`config.mk`:
```
export PLATFORM = sky130hd
export DESIGN_NAME = hazard_control_unit
export DESIGN_NICKNAME = d
export VERILOG_FILES = /design/src/rtl/hazard_control_unit.sv
export SDC_FILE = /design/constraint.sdc
export NUM_CORES = 1
export LEC_CHECK = 0
export CAP_MARGIN = 5
export CORE_ASPECT_RATIO = 0.9
export CORE_UTILIZATION = 54
export CTS_BUF_LIST = sky130_fd_sc_hd__clkbuf_8
export DETAILED_ROUTE_END_ITERATION = 12
export HOLD_SLACK_MARGIN = 0.05
export PLACE_DENSITY_LB_ADDON = 0.25
export SYNTH_ARGS = -nofsm -noshare
export SYNTH_HDL_FRONTEND = slang
export SYNTH_SLANG_ARGS = --single-unit
```
`constraint.sdc`:
```
create_clock -name clk -period 7.6 [get_ports clk]
set_input_delay 2.28 -clock clk [delete_from_list [all_inputs] [get_ports clk]]
set_output_delay 2.28 -clock clk [all_outputs]
set_load 0.02 [all_outputs]
```
`src/rtl/hazard_control_unit.sv`:
```
// Stall/flush sequencer for a 5-stage pipeline: load-use bubbles, branch redirects,
// data-memory wait states with timeout, and halt.
module hazard_control_unit #(
    parameter int         MAX_WAIT = 64,
    parameter int         CNT_W    = 16,
    parameter logic [3:0] OP_LW    = 4'b1000,
    parameter logic [3:0] OP_HLT   = 4'b1111
) (
    input  logic             clk,
    input  logic             rst_n,
    input  logic [3:0]       id_opcode,
    input  logic [3:0]       id_rs,
    input  logic [3:0]       id_rt,
    input  logic             id_uses_rt,
    input  logic [3:0]       ex_opcode,
    input  logic [3:0]       ex_rd,
    input  logic             branch_taken,
    input  logic             mem_req,
    input  logic             mem_ready,
    input  logic [3:0]       wb_opcode,
    output logic             pc_wen,
    output logic             ifid_stall,
    output logic             ifid_flush,
    output logic             idex_stall,
    output logic             idex_flush,
    output logic             exmem_stall,
    output logic             memwb_stall,
    output logic             halted,
    output logic             mem_timeout,
    output logic [CNT_W-1:0] stall_cycles
);

    localparam logic [1:0] S_RUN      = 2'd0;
    localparam logic [1:0] S_MEM_WAIT = 2'd1;
    localparam logic [1:0] S_HALTED   = 2'd2;

    localparam logic [15:0] WAIT_LIMIT = 16'(MAX_WAIT);

    logic [1:0]  state;
    logic [1:0]  state_nxt;
    logic [15:0] wait_cnt;
    logic [15:0] wait_nxt;
    logic        timeout_set;
    logic        apply_rules;
    logic        load_use;

    // Decode opcode is not needed for hazard detection; tied off so lint sees it consumed.
    logic unused_id_opcode;
    assign unused_id_opcode = ^id_opcode;

    assign load_use = (ex_opcode == OP_LW) && (ex_rd != 4'd0) &&
                      ((ex_rd == id_rs) || (id_uses_rt && (ex_rd == id_rt)));

    assign halted = (state == S_HALTED);

    always_comb begin
        pc_wen      = 1'b1;
        ifid_stall  = 1'b0;
        ifid_flush  = 1'b0;
        idex_stall  = 1'b0;
        idex_flush  = 1'b0;
        exmem_stall = 1'b0;
        memwb_stall = 1'b0;
        state_nxt   = state;
        wait_nxt    = wait_cnt;
        timeout_set = 1'b0;
        apply_rules = 1'b0;

        if (!rst_n) begin
            pc_wen     = 1'b0;
            ifid_flush = 1'b1;
            idex_flush = 1'b1;
        end else begin
            case (state)
                S_RUN: begin
                    if (wb_opcode == OP_HLT) begin
                        // MEM/WB keeps moving so the HLT itself retires.
                        pc_wen      = 1'b0;
                        ifid_stall  = 1'b1;
                        idex_stall  = 1'b1;
                        exmem_stall = 1'b1;
                        state_nxt   = S_HALTED;
                    end else if (mem_req && !mem_ready) begin
                        pc_wen      = 1'b0;
                        ifid_stall  = 1'b1;
                        idex_stall  = 1'b1;
                        exmem_stall = 1'b1;
                        memwb_stall = 1'b1;
                        state_nxt   = S_MEM_WAIT;
                        wait_nxt    = 16'd1;
                    end else begin
                        apply_rules = 1'b1;
                    end
                end
                S_MEM_WAIT: begin
                    if (!mem_ready) begin
                        pc_wen      = 1'b0;
                        ifid_stall  = 1'b1;
                        idex_stall  = 1'b1;
                        exmem_stall = 1'b1;
                        memwb_stall = 1'b1;
                        if (wait_cnt == WAIT_LIMIT) begin
                            timeout_set = 1'b1;
                            state_nxt   = S_HALTED;
                        end else begin
                            wait_nxt = wait_cnt + 16'd1;
                        end
                    end else begin
                        // Release cycle: the held branch / load-use resolve now.
                        apply_rules = 1'b1;
                        state_nxt   = S_RUN;
                        wait_nxt    = 16'd0;
                    end
                end
                S_HALTED: begin
                    pc_wen      = 1'b0;
                    ifid_stall  = 1'b1;
                    idex_stall  = 1'b1;
                    exmem_stall = 1'b1;
                    memwb_stall = 1'b1;
                end
                default: begin
                    state_nxt = S_RUN;
                end
            endcase

            if (apply_rules) begin
                if (branch_taken) begin
                    ifid_flush = 1'b1;
                    idex_flush = 1'b1;
                end else if (load_use) begin
                    pc_wen     = 1'b0;
                    ifid_stall = 1'b1;
                    idex_flush = 1'b1;
                end
            end
        end
    end

    always_ff @(posedge clk) begin
        if (!rst_n) begin
            state        <= S_RUN;
            wait_cnt     <= 16'd0;
            mem_timeout  <= 1'b0;
            stall_cycles <= '0;
        end else begin
            state    <= state_nxt;
            wait_cnt <= wait_nxt;
            if (timeout_set) begin
                mem_timeout <= 1'b1;
            end
            if (!pc_wen && (state != S_HALTED) && (stall_cycles != {CNT_W{1'b1}})) begin
                stall_cycles <= stall_cycles + 1'b1;
            end
        end
    end

endmodule

```
==> impl_metrics.yaml, run 1 <==
run_status:
  status: "completed"
setup_path:
  r2r_setup_slack_ns: 5.23
  cp_data_arrival_time_ns: 4.28
  required_ns: 5.32
  end_kind: "output pin"
  r2r-start: "stall_cycles[4]"
  ff2ff_path_depth: 6
  cp-start-kind: "primary input"
  worst-path-max-fanout: 9
  crit_start: "mem_ready"
  crit_type: "primary input to output pin"
  r2r-end: "stall_cycles[9]"
  setup.worst_path.end: "ifid_stall"
hold_path:
  hold_class: "flop to flop"
logic_synthesis:
  synth-simple-area-share_pct: 30.4
  synthXorXnorAreaFrac_pct: 9.62
  synth-seq-cells: 35
  async_flop_share_pct: 0
  synth_area_sq_um: 2000
  yosys-top-cells-area: "dfxtp_1, nor2_1, xnor2_1"
  synth_top_family_by_area: "simple AND/OR/NAND/NOR gates"
  synth_compound_area_share_pct: 16.8
  synth_edf_count: 0
  seq_area_frac_synth_pct: 35.0
  syn_inst: 244
  yosysUniqueCellTypes: 45
  synth-main-ff-cell: "dfxtp_1"
  synthAdderAreaFrac_pct: 1.88
  synth_top_area_cell: "dfxtp_1"
  yosysWarnings: 0
  syn_area_per_cell_sq_um: 8.20
  synth_top_area_share_pct: 35.0
  synth_mux_area_share_pct: 1.50
  syn_nets: 277
timing:
  final_max_slew_viol_count: 0
  skew_ns: 0.00450
  worst_slew_pin_slew_ns: 0.973
  totalNegativeSetupSlack_ns: 0
  finalSetupViolCount: 0
  finalHoldViolations: 0
  timing.final.crit_share_pct: 86.3
  timing.hold.ws_ns: 0.487
  slew_headroom_pct: 34.7
  finalWorstSetupSlack_ns: 1.04
  rsz0062_at_grt: "false"
  fmaxAchievable_mhz: 152
  period_minus_slack_ns: 6.56
floorplanning:
  num_io_pins: 55
  die_y_microns: 59.8
  num_rows: 20
  fp.coreArea_sq_um: 3450
  die_x_microns: 66.2
  initial_core_util_pct: 58.0
  die_area_sq_um: 3950
cells_and_area:
  layout-drive-gt1-share_pct: 5.82
  area_delta_synth_final_pct: 30.4
  fin_util_pct: 75.6
  fin_cells: 336
  final_common_cell: "clkdlybuf4s50_1"
  diodes: 0
  final_cell_mix: "clkdlybuf4s50_1, dfxtp_1, nor2_1"
  n_fill_cell: 272
  regArea_sq_um: 701
  final_area_sq_um: 2610
  multi_input_area_sq_um: 1210
  layout.nets: 324
detailed_routing:
  drc_errors: 0
  wl_per_cell_microns: 14.4
  antenna_left: 0
  drtPass1Iterations: 4
  drtIter0Drc: 129
  vias_per_cell: 6.03
  vias: 2025
  wl_microns: 4850
clock_network:
  cts_sinks: 35
  clk_latency_ns: 0.29
  cts_tree: "built"
  ctsResizeCount: 0
  cts_inserted_buffers: 5
  cts.path.max_buffers: 2
  cts_setup_buffers: 0
  clk_pin_slew_worst_paths_ns: 0.08
  cts_max_level: 2
  postCtsHoldBufs: 0
  cts_root_buf: "clkbuf_8"
place:
  dp_cells: 328
  place_area_sq_um: 2520
  port_buffers: 50
  dp_slack_ns: 1.02
  place_hpwl_microns: 3440
  place_congestion: 0.814
grt:
  grt.overflow.total: 0
  grt_pass1_wl_microns: 7840
  track_usage_pct: 26.0
  grt_pass1_vias: 1772
  grt_max_degree: 30
  antenna_found_initial: 0
power:
  p_per_area_nw_per_um2: 150
  p_leak_nw: 0.895
  peakVddDrop_v: 0.000139
  total_power_mw: 0.392
job:
  max_cap_viol_count: 0
[how the worst min path moves through the flow]
stage	slack (ns)	depth (start not counted)	endpoint	startpoint
global route	0.52	2	mem_timeout	mem_timeout
global placement	0.45	2	mem_timeout	mem_timeout
detailed placement	0.48	2	mem_timeout	mem_timeout
floorplan	0.48	2	wait_cnt[15]	wait_cnt[15]
finish	0.49	2	stall_cycles[15]	stall_cycles[15]
CTS	0.49	2	stall_cycles[15]	stall_cycles[15]
[per-layer routing]
layer / global-route usage, % / up-vias / wire length [microns]
li1: - / 988 / -
met1: 32.0 / 949 / 2110
met2: 43.1 / 82 / 2230
met3: 6.87 / 6 / 457
met4: 10.6 / 0 / 50
met5: 0 / - / 0
[cells by family (layout without fill, tap and decap cells)]
logic type               after synthesis  after routing
AND/OR/NAND/NOR                      111            111
AO/OA/AOI/OAI                         48             48
flip-flops                            35             35
XOR/XNOR                              22             22
buffers and inverters                 22             70
adder cells (fa/ha/maj)                3              3
multiplexers                           3              3
[where the power goes]
| group | internal (mW) | total [mW] | leakage (nW) | switching, mW |
|---|---|---|---|---|
| Clock | 0.0654 | 0.139 | 0.0443 | 0.0733 |
| Combinational | 0.0308 | 0.0626 | 0.568 | 0.0318 |
| Sequential | 0.186 | 0.190 | 0.283 | 0.00432 |
[critical path, stage by stage]
cell and delay [ns]:
clkdlybuf4s50_1 0.66, o221ai_1 0.23, nor3_1 0.32, a31o_2 0.20, clkdlybuf4s50_1 0.59
[area by class of cell]
type / instances / area share [%]
repair buffers: 52 / 19.8
multi-input cells: 187 / 46.3
inverters: 10 / 1.44
well taps: 44 / 2.11
clock buffers: 5 / 2.64
clock inverters: 3 / 0.959
flip-flops and latches: 35 / 26.8
[cell usage after synthesis, types with 2 or more instances]
master    number
nor3_1         9
xor2_1        10
or4_1          9
buf_4          2
o21ai_1        3
nor2b_1        2
nand2_1       17
inv_1         10
nor4_1         2
xnor2_1       12
dfxtp_1       35
nand4_1        8
mux2i_1        3
nor4b_1        3
nor2_1        28
clkbuf_1       4
nand3_1       11
buf_2          6
ha_1           3
and3_1         5
and4_4         2
o21ai_0        2
a211oi_1       2
a21oi_1       16
and4_1         6
nand2b_1       6
o31ai_1        9
o41ai_1        2
[state kept, by name (all words and copies together) (netlist names)]
| register | count |
|---|---|
| mem_timeout | 1 |
| stall_cycles | 16 |
| state | 2 |
| wait_cnt | 16 |
Power figures use the tool's default switching activity.
==> run 2, diff against run 1 <==
Settings changed: CAP_MARGIN 5 to default, SLEW_MARGIN from default to 10.
==> results of run 2 <==
No change in the layout: final DEF, timing and power equal those of run 1.
